### src/rtl/pwm_cfg_pkg.sv
// Shared constants and types for the pattern_pwm command loader.
package pwm_cfg_pkg;

  localparam int unsigned DUTY_W    = 8;
  localparam int unsigned DESSERT_W = 16;
  localparam int unsigned PNUM_W    = 8;

  localparam logic [3:0] OP_NOP         = 4'h0;
  localparam logic [3:0] OP_SET_TIMING  = 4'h1;
  localparam logic [3:0] OP_SET_PATTERN = 4'h2;
  localparam logic [3:0] OP_START       = 4'h3;
  localparam logic [3:0] OP_STOP        = 4'h4;

  localparam logic [1:0] ERR_NONE    = 2'd0;
  localparam logic [1:0] ERR_BAD_OP  = 2'd1;
  localparam logic [1:0] ERR_BAD_CH  = 2'd2;
  localparam logic [1:0] ERR_TIMEOUT = 2'd3;

  typedef enum logic [1:0] {
    ST_IDLE,
    ST_DECODE,
    ST_WAIT_IDLE,
    ST_COMMIT
  } state_t;

endpackage

### src/rtl/pwm_cfg_loader.sv
// Decodes received command packets into per-channel shadow registers and
// commits them to the active pattern_pwm configuration once a channel is idle.
module pwm_cfg_loader
  import pwm_cfg_pkg::*;
#(
  parameter int unsigned N_CH        = 2,
  parameter int unsigned PAT_W       = 16,
  parameter int unsigned TIMEOUT_CYC = 50_000_000
) (
  input  logic                      sys_clk,
  input  logic                      sys_rst,
  input  logic                      recv_done,
  input  logic [7:0]                dataA,
  input  logic [15:0]               dataB,
  input  logic [15:0]               dataC,
  input  logic [7:0]                dataD,
  input  logic [N_CH-1:0]           ch_busy,
  output logic [N_CH-1:0]           pwm_en,
  output logic [N_CH*DUTY_W-1:0]    duty_num,
  output logic [N_CH*DESSERT_W-1:0] pulse_dessert,
  output logic [N_CH*PNUM_W-1:0]    pulse_num,
  output logic [N_CH*PAT_W-1:0]     pat,
  output logic                      cfg_ack,
  output logic                      cmd_err,
  output logic [1:0]                err_code,
  output logic [7:0]                drop_cnt
);

  localparam int unsigned     CNT_W    = (TIMEOUT_CYC > 1) ? $clog2(TIMEOUT_CYC) : 1;
  localparam logic [CNT_W-1:0] CNT_LAST = CNT_W'(TIMEOUT_CYC - 1);
  localparam logic [3:0]      CH_LIMIT = 4'(N_CH);

  state_t           state_q, state_d;
  logic [3:0]       op_q, ch_q;
  logic [15:0]      b_q, c_q;
  logic [7:0]       d_q;
  logic [CNT_W-1:0] cnt_q;
  logic [N_CH-1:0]  ch_sel;

  logic       accept, drop;
  logic       wr_timing, wr_pattern, do_stop, do_commit;
  logic       raise_err, cnt_clr, cnt_inc;
  logic [1:0] err_val;

  always_comb begin
    ch_sel = '0;
    for (int unsigned k = 0; k < N_CH; k++) begin
      ch_sel[k] = (ch_q == 4'(k));
    end
  end

  always_comb begin
    state_d    = state_q;
    accept     = recv_done && (state_q == ST_IDLE);
    drop       = recv_done && (state_q != ST_IDLE);
    wr_timing  = 1'b0;
    wr_pattern = 1'b0;
    do_stop    = 1'b0;
    do_commit  = 1'b0;
    raise_err  = 1'b0;
    err_val    = ERR_NONE;
    cnt_clr    = 1'b0;
    cnt_inc    = 1'b0;
    case (state_q)
      ST_IDLE: begin
        if (recv_done) state_d = ST_DECODE;
      end
      ST_DECODE: begin
        state_d = ST_IDLE;
        // A bad channel index is rejected before the opcode is considered.
        if (op_q != OP_NOP && ch_q >= CH_LIMIT) begin
          raise_err = 1'b1;
          err_val   = ERR_BAD_CH;
        end else begin
          case (op_q)
            OP_NOP:         ;
            OP_SET_TIMING:  wr_timing  = 1'b1;
            OP_SET_PATTERN: wr_pattern = 1'b1;
            OP_START: begin
              state_d = ST_WAIT_IDLE;
              cnt_clr = 1'b1;
            end
            OP_STOP:        do_stop    = 1'b1;
            default: begin
              raise_err = 1'b1;
              err_val   = ERR_BAD_OP;
            end
          endcase
        end
      end
      ST_WAIT_IDLE: begin
        if ((ch_busy & ch_sel) == '0) begin
          state_d = ST_COMMIT;
        end else if (cnt_q == CNT_LAST) begin
          state_d   = ST_IDLE;
          raise_err = 1'b1;
          err_val   = ERR_TIMEOUT;
        end else begin
          cnt_inc = 1'b1;
        end
      end
      ST_COMMIT: begin
        do_commit = 1'b1;
        state_d   = ST_IDLE;
      end
      default: state_d = ST_IDLE;
    endcase
  end

  always_ff @(posedge sys_clk) begin
    if (sys_rst) begin
      state_q  <= ST_IDLE;
      op_q     <= '0;
      ch_q     <= '0;
      b_q      <= '0;
      c_q      <= '0;
      d_q      <= '0;
      cnt_q    <= '0;
      cfg_ack  <= 1'b0;
      cmd_err  <= 1'b0;
      err_code <= ERR_NONE;
      drop_cnt <= '0;
    end else begin
      state_q <= state_d;
      if (accept) begin
        op_q <= dataA[7:4];
        ch_q <= dataA[3:0];
        b_q  <= dataB;
        c_q  <= dataC;
        d_q  <= dataD;
      end
      if (drop && drop_cnt != '1) drop_cnt <= drop_cnt + 8'd1;
      if (cnt_clr)      cnt_q <= '0;
      else if (cnt_inc) cnt_q <= cnt_q + 1'b1;
      cfg_ack <= do_commit;
      cmd_err <= raise_err;
      if (raise_err) err_code <= err_val;
    end
  end

  for (genvar k = 0; k < N_CH; k++) begin : g_ch
    logic [DUTY_W-1:0]    sh_duty, act_duty;
    logic [DESSERT_W-1:0] sh_dessert, act_dessert;
    logic [PNUM_W-1:0]    sh_pnum, act_pnum;
    logic [PAT_W-1:0]     sh_pat, act_pat;
    logic                 en_q;

    always_ff @(posedge sys_clk) begin
      if (sys_rst) begin
        sh_duty     <= DUTY_W'(1);
        sh_dessert  <= DESSERT_W'(1);
        sh_pnum     <= '0;
        sh_pat      <= PAT_W'(1);
        act_duty    <= DUTY_W'(1);
        act_dessert <= DESSERT_W'(1);
        act_pnum    <= '0;
        act_pat     <= PAT_W'(1);
        en_q        <= 1'b0;
      end else if (ch_sel[k]) begin
        if (wr_timing) begin
          sh_duty    <= b_q[DUTY_W-1:0];
          sh_dessert <= c_q;
        end
        if (wr_pattern) begin
          sh_pat  <= b_q[PAT_W-1:0];
          sh_pnum <= d_q;
        end
        if (do_stop) en_q <= 1'b0;
        if (do_commit) begin
          act_duty    <= sh_duty;
          act_dessert <= sh_dessert;
          act_pnum    <= sh_pnum;
          act_pat     <= sh_pat;
          en_q        <= 1'b1;
        end
      end
    end

    assign pwm_en[k]                             = en_q;
    assign duty_num[k*DUTY_W +: DUTY_W]          = act_duty;
    assign pulse_dessert[k*DESSERT_W +: DESSERT_W] = act_dessert;
    assign pulse_num[k*PNUM_W +: PNUM_W]         = act_pnum;
    assign pat[k*PAT_W +: PAT_W]                 = act_pat;
  end

endmodule

### config.mk
export PLATFORM = sky130hd
export DESIGN_NAME = pwm_cfg_loader
export DESIGN_NICKNAME = d
export VERILOG_FILES = /design/src/rtl/pwm_cfg_pkg.sv /design/src/rtl/pwm_cfg_loader.sv
export SDC_FILE = /design/constraint.sdc
export NUM_CORES = 1
export LEC_CHECK = 0
export ABC_AREA = 1
export CORE_MARGIN = 4
export CORE_UTILIZATION = 45
export CTS_BUF_LIST = sky130_fd_sc_hd__clkbuf_2 sky130_fd_sc_hd__clkbuf_4 sky130_fd_sc_hd__clkbuf_8
export CTS_CLUSTER_SIZE = 30
export DETAILED_ROUTE_END_ITERATION = 10
export PLACE_DENSITY_LB_ADDON = 0.25
export REMOVE_ABC_BUFFERS = 1
export SYNTH_ARGS = -nofsm -noshare
export SYNTH_HDL_FRONTEND = slang
export SYNTH_SLANG_ARGS = --single-unit
### constraint.sdc
create_clock -name sys_clk -period 1.8 [get_ports sys_clk]
set_input_delay 0.36 -clock sys_clk [delete_from_list [all_inputs] [get_ports sys_clk]]
set_output_delay 0.36 -clock sys_clk [all_outputs]
set_load 0.01 [all_outputs]
---- Word level (Yosys, flattened, before mapping) ----
Cells that the tools add are included.
Widths: inputs -> output; s select.
operators by class
  add/sub/neg operators ................... 2
  magnitude comparators ................... 1
  eq/ne operators ......................... 12
  mux-type cells .......................... 34
  bitwise logic cells ..................... 1
  reductions and logical operators ........ 22
operator list
  cell                   number
  $add 26x1->26 const B  1
  $eq 26x26->1 const B   1
  $mux 1                 23
  $reduce_and 2->1       9
  $mux 2                 8
  $add 8x1->8 const B    1
  $eq 4x1->1 const B     2
  $eq 4x2->1 const B     2
  $logic_not 4->1        2
  $ne 8x8->1 const B     1
  $pmux 2 s4             1
  $reduce_or 5->1        1
  $eq 2x2->1 const B     2
  $eq 4x3->1 const B     1
  $ge 4x2->1 const B     1
  $logic_and 1x1->1      4
  $logic_not 2->1        2
  $pmux 2 s2             1
  $reduce_bool 2->1      2
  $reduce_bool 4->1      1
  $ne 3x3->1 const B     1
  $and 2x2->2            1
  $eq 2x1->1 const B     1
  $ne 2x2->1 const B     1
  other kinds (2)        2
word-level totals
  register bits ........................... 282
  bits of input ports ..................... 53
  output and inout port bits .............. 110
  word-level logic and storage cells ...... 101

---- Depth between registers and ports, before layout ----
Gate-level depths: netlist of the first run.
  word-level depth ........................ 6
  depth in mapped cells ................... 11
  depth with buffers taken out ............ 11

---- Worst setup path before layout of the first run ----
OpenSTA, ideal clock, no wires.
  path type ............................... register -> register
  from .................................... reg cnt_q[0]
  to ...................................... reg cnt_q[7]
  setup time .............................. 132 ps
  arrival time ............................ 1543 ps
  setup slack ............................. 125 ps
  cell stages (with the launch flop) ...... 10
  path buffers ............................ 1
  cells stage by stage .................... dfxtp_1 ha_1 nand3_1 nor2_1 nand3_1 nor2_1 nor2_4 buf_2 o21ai_1 a21oi_1
between the ends
  word-level cells in the longest chain between the ends .. 4
  elaborated cells between the ends (all ways) .. 5
ends and longest elaborated chain
  item                                                                   line                   RTL
  from (decl)                                                            pwm_cfg_loader.sv:37   logic [CNT_W-1:0] cnt_q;
  from (signal assigned)                                                 pwm_cfg_loader.sv:134  else if (cnt_inc) cnt_q <= cnt_q + 1'b1;
  parallel branches: the longest is 4 deep, another holds $add 26x1->26  --
Several ways; the timed one is not identified.
A chain may end at the register's enable or synchronous reset.

---- Final worst setup path of the first run ----
  from .................................... reg cnt_q[0]
  to ...................................... reg cnt_q[15]
Same word-level chain as after synthesis.

==> flow_summary.ini, run 1 <==
[run_status]
status = completed

[routing]
route.detailed.drc = 0
drt-initial-drc-count = 536
ant_nets = 0
vias = 9561
drt_wl_total_um = 28600
dr.pass1.iters = 5
wl_per_cell_um = 15.1
vias_per_cell = 5.06

[synth]
syn-instance-count = 1364
synth_area_leaders = dfxtp_1 (53%), a21oi_1 (11%), o21ai_0 (7.7%)
yosysTopAreaCell = dfxtp_1
seq_area_frac_synth = 0.534
synth_edf_count = 0
ys_ff_latch = 282
synth_common_cells = dfxtp_1 (282), a21oi_1 (222), nand2_1 (201), o21ai_0 (163), nor2_1 (150)
synth_top_area_frac = 0.534
dominantRegCellSynth = dfxtp_1
avgSynthCellArea_um2 = 7.76
synth.most_common_cell = dfxtp_1
synth_cell_types = 27
yosys_warnings = 0
async_reset_ff_frac = 0
syn_area_um2 = 10600

[worst_setup_path]
critPathCaptureType = flip-flop
r2r-end = cnt_q[15]$_SDFFE_PP0P_
cp_slowest_stage_delay_ns = 0.34
cp_cell_sequence = ha_2 -> nand3_1 -> nor2_2 -> nand3_2 -> nor2_4 -> buf_4 -> nor2_4 -> buf_12 -> a21oi_1 -> nor2_1
critPathKind = flip-flop to flip-flop
slowest_stage = dfxtp_1
cp_num_buf_inv = 2
cp.arrival_ns = 2.10
crit_fanout = 16
crit_path_frequent_cell = nor2_4
crit_path_start = cnt_q[0]$_SDFFE_PP0P_
r2r_cells = 10
required_ns = 2.23
r2r_setup_slack_ns = 0.13
rr_startpoint = cnt_q[0]$_SDFFE_PP0P_
cp-endpoint = cnt_q[15]$_SDFFE_PP0P_
worst-path-stages = 10
path_delay_family = simple AND/OR/NAND/NOR gates
startpoint_type = flip-flop

[global_route]
antenna_found_initial = 2
grt-ovfl-total = 0
grt_max_degree = 62
grt_pass1_wl_um = 45300
grt_usage = 0.209
first_global_vias = 8995

[power]
p_seq_frac = 0.500
peakVddDrop_v = 0.000481
p_switching_mw = 3.03
power_leakage_nw = 5.96
intPower_mw = 9.84
finalPower_mw = 12.9
pwr-share-clk = 0.441
power-per-cell-area_nw_per_um2 = 929
switching_share = 0.236
p_comb_frac = 0.059

[die]
initial_core_util = 0.462
num_rows = 55
die_h_um = 161
ios = 163
coreArea_um2 = 22900
die_area_um2 = 26000
die_w_um = 161

[worst_hold_path]
min_from = dataD[6]
min_path_type = primary input to flip-flop

[cts]
clk_latency_ns = 0.56
clk_pin_slew_ns = 0.06
postCtsHoldBufs = 0
cts_tree = yes
clock_sinks = 282
htree_num_levels = 2
cts-root-buf = clkbuf_8
cts_buffers = 45
clockBufferDepth = 3

[placement]
dp_cells = 1801
place_congestion = 0.918
dpl_cell_area_um2 = 12800
hpwl_um = 18100
io_buffers = 162

[finish]
synthToLayoutAreaGrowth_pct = 31.0
layout-drive-gt1-share = 0.109
antenna_cells = 0
design_area_um2 = 13900
fin_cells = 1889
nets = 1603

[sta]
max_clock_freq_mhz = 599
fin_skew_ns = 0.0310
setup_tns_ns = 0
hold_viol = 0
min_period_ns = 1.67
slew_violations = 0
whs_ns = 0.428
finalCritPeriodShare = 0.927
finalSetupViolCount = 0
worstMarginPinSlew_ns = 0.350
slew_headroom = 0.764

[job]
cap_viol_max_count = 0
[tightest hold or removal path, stage by stage]
cell and delay [ns]:
clkdlybuf4s50_1 0.39, o21ai_0 0.15, nor2_1 0.04
[sequential cells by signal, summed over array words and instances, names as in the netlist]
signal and count:
g_ch.act_pnum 16, g_ch.act_dessert 32, state_q 2, g_ch.sh_dessert 32
op_q 4, drop_cnt 8, cnt_q 26, cmd_err 1
b_q 16, err_code 2, g_ch.en_q 2, cfg_ack 1
g_ch.sh_pnum 16, ch_q 4, g_ch.sh_duty 16, g_ch.act_duty 16
g_ch.act_pat 32, c_q 16, g_ch.sh_pat 32, d_q 8
[metrics by stage]
| step | utilization | worst slack (ns) |
|---|---|---|
| 2_1_floorplan | - | -2.56 |
| 3_3_place_gp | 0.558 | -0.0913 |
| 3_5_place_dp | 0.558 | -0.127 |
| 4_1_cts | 0.594 | 0.00199 |
| 5_1_grt | 0.605 | -0.00432 |
| 6_report | 0.605 | 0.131 |
[cell usage in the layout, fill, tap and decap left out, drive strengths merged]
cell type	instances
dfxtp	282
a21oi	222
o21ai	219
nand2	204
nor2	157
inv	124
dlygate4sd2	106
clkbuf	73
clkdlybuf4s50	52
buf	47
nand3	31
clkinv	9
nand4	7
xor2	7
nor3	7
o211ai	6
nand3b	6
ha	6
xnor2	5
dlymetal6s2s	4
o21bai	1
or2	1
[layer usage]
layer / track usage / vias up / part of all wire
met5: 0 / - / 0.00094
li1: - / 4832 / -
met3: 0.0554 / 58 / 0.071
met4: 0.0702 / 4 / 0.025
met1: 0.285 / 4398 / 0.46
met2: 0.324 / 269 / 0.44
[logic make-up (layout without fill, tap and decap cells)]
| group | after synthesis | after routing | share of synthesized area |
|---|---|---|---|
| and+or+nand+nor | 412 | 413 | 0.159 |
| xor gates and xnor gates | 12 | 12 | 0.00993 |
| AOI/OAI and AO/OA | 448 | 448 | 0.214 |
| adders and majority gates | 6 | 6 | 0.00709 |
| DFF | 282 | 282 | 0.534 |
| buffers and inverters | 204 | 415 | 0.0773 |
[final cells by class]
class / count / area [um2]
clock buffer: 69 / 887
clock inverter: 10 / 60.1
fill: 2126 / 9050
inverter: 123 / 469
multi-input combinational: 879 / 4220
sequential: 282 / 5650
tap: 313 / 392
timing repair buffer: 213 / 2180
[worst min-delay path by stage]
stage	to	slack (ns)	cells past startpoint
floorplan	drop_cnt[7]$_SDFFE_PP0P_	0.43	1
global placement	g_ch[0].act_pat[15]$_SDFFE_PP0P_	0.44	2
detailed placement	g_ch[1].sh_pat[14]$_SDFFE_PP0P_	0.44	2
CTS	d_q[6]$_SDFFE_PP0P_	0.40	3
global route	c_q[14]$_SDFFE_PP0P_	0.41	3
finish	d_q[6]$_SDFFE_PP0P_	0.43	3
[timing repair]
action                     CTS  global route
buffers inserted             0             4
cloned                       0             5
pin swaps                    0             9
resized for setup          108            38
setup endpoints to repair  106            93
[power groups by stage]
stage          clock (mW)  sequential, mW  combinational (mW)
6_report             5.67            6.44               0.762
5_1_grt              6.08            6.46               0.846
4_1_cts              5.79            6.44               0.735
3_5_place_dp            0            6.57               0.735
3_3_place_gp            0            6.57               0.727
2_1_floorplan           0            6.56               0.388
Power figures use the tool's default switching activity.
==> run 2, diff against run 1 <==
- RECOVER_POWER: not set -> 25
==> flow_summary.ini, run 2 (synthesis results as in run 1) <==
[global_route]
first_global_vias = 8995
antenna_found_initial = 2
grt_max_degree = 62
grt_usage = 0.209
grt_pass1_wl_um = 45300
grt-ovfl-total = 0

[finish]
fin_cells = 1889
nets = 1603
layout_commonest_cell = dfxtp_1
synthToLayoutAreaGrowth_pct = 30.6
layout-drive-gt1-share = 0.109
antenna_cells = 0
layout_common_cells = dfxtp_1 (280), a21oi_1 (221), nand2_1 (197), o21ai_0 (162), nor2_1 (143)

[placement]
place_congestion = 0.918
dp_cells = 1801
hpwl_um = 18100
pre_cts_slack_ns = -0.127
io_buffers = 162

[power]
peakVddDrop_v = 0.000478
intPower_mw = 9.83
switching_share = 0.235
pwr-share-clk = 0.441
p_seq_frac = 0.501
finalPower_mw = 12.9
power_leakage_nw = 5.86
power-per-cell-area_nw_per_um2 = 931
p_comb_frac = 0.058
p_switching_mw = 3.03

[worst_setup_path]
critPathKind = flip-flop to flip-flop
cp.arrival_ns = 2.12
required_ns = 2.24
critPathCaptureType = flip-flop
slowest_stage = dfxtp_1
startpoint_type = flip-flop
cp_cell_sequence = inv_1 -> nor2_1 -> nand3_1 -> nand2_1 -> nand2_1 -> inv_2 -> nand2_4 -> clkbuf_16 -> a21oi_1 -> nor2_1
crit_fanout = 7
cp_slowest_stage_delay_ns = 0.35

[cts]
clk_pin_slew_ns = 0.06
cts_buffers = 45
clock_sinks = 282
postCtsHoldBufs = 0
clockBufferDepth = 3
htree_num_levels = 2
cts_tree = yes
cts-root-buf = clkbuf_8
clk_latency_ns = 0.56

[die]
initial_core_util = 0.462
coreArea_um2 = 22900
die_h_um = 161
die_w_um = 161
die_area_um2 = 26000
num_rows = 55
ios = 163

[routing]
route.detailed.drc = 0
drt_wl_total_um = 28600
vias_per_cell = 5.10
dr.pass1.iters = 5
ant_nets = 0
wl_per_cell_um = 15.1
drt-initial-drc-count = 517
vias = 9628

[run_status]
status = completed

[worst_hold_path]
min_path_type = primary input to flip-flop

[sta]
max_clock_freq_mhz = 596
fin_skew_ns = 0.0305
slew_headroom = 0.640
finalCritPeriodShare = 0.932
slew_violations = 0
worstMarginPinSlew_ns = 0.539
finalSetupViolCount = 0
fin_ws_ns = 0.122
min_period_ns = 1.68
hold_viol = 0

[job]
cap_viol_max_count = 0
==> run 2: cell type report <==
| class | instances | area (um2) |
|---|---|---|
| Sequential cell | 282 | 5650 |
| Clock buffer | 69 | 887 |
| Tap cell | 313 | 392 |
| Timing Repair Buffer | 213 | 2140 |
| Fill cell | 2134 | 9100 |
| Clock inverter | 10 | 60.1 |
| Inverter | 123 | 467 |
| Multi-Input combinational cell | 879 | 4220 |
==> run 2: through the flow <==
step	hold WS (ns)	instance area [um2]	setup TNS, ns	utilization
2_1_floorplan	0.429	10200	-402.05	-
3_3_place_gp	0.437	12800	-0.312	0.558
3_5_place_dp	0.441	12800	-0.782	0.558
4_1_cts	0.395	13600	0	0.594
5_1_grt	0.407	13800	-0.0200	0.603
6_report	0.428	13800	0	0.603
==> run 2: worst max-delay path: cells and delay by family (launching register included) <==
family	cells	cell delay, ns
simple gates	6	0.71
flops	1	0.35
buf+inv	3	0.38
compound gates	1	0.14
==> run 2: final timing paths <==
check | start | end | slack, ns | cells after the start
min | dataC[14] | c_q[14]$_SDFFE_PP0P_ | 0.43 | 3
max | ch_q[0]$_SDFFE_PP0P_ | state_q[0]$_SDFFE_PP0P_ | 0.12 | 10
min reg2reg | g_ch[0].sh_pat[15]$_SDFFE_PP0P_ | g_ch[0].act_pat[15]$_SDFFE_PP0P_ | 0.45 | 2
max reg2reg | ch_q[0]$_SDFFE_PP0P_ | state_q[0]$_SDFFE_PP0P_ | 0.12 | 10
==> run 2: metal layers <==
metal / vias up / track usage / part of all wire
met5: - / 0 / 0.00080
met4: 4 / 0.0702 / 0.025
met3: 63 / 0.0554 / 0.073
met2: 295 / 0.324 / 0.45
met1: 4436 / 0.285 / 0.46
li1: 4830 / - / -
==> run 2: timing repair <==
action | 4_1_cts | 5_1_grt
resized for setup | 108 | 38
pin swaps | 0 | 9
cloned | 0 | 5
endpoints found under the setup margin | 106 | 93
buffers inserted | 0 | 4
==> run 2: power by group through the flow <==
stage	Clock (mW)	Combinational, mW	Sequential, mW
2_1_floorplan	0	0.388	6.56
3_3_place_gp	0	0.727	6.57
6_report	5.67	0.751	6.44
5_1_grt	6.08	0.833	6.46
4_1_cts	5.79	0.735	6.44
3_5_place_dp	0	0.735	6.57
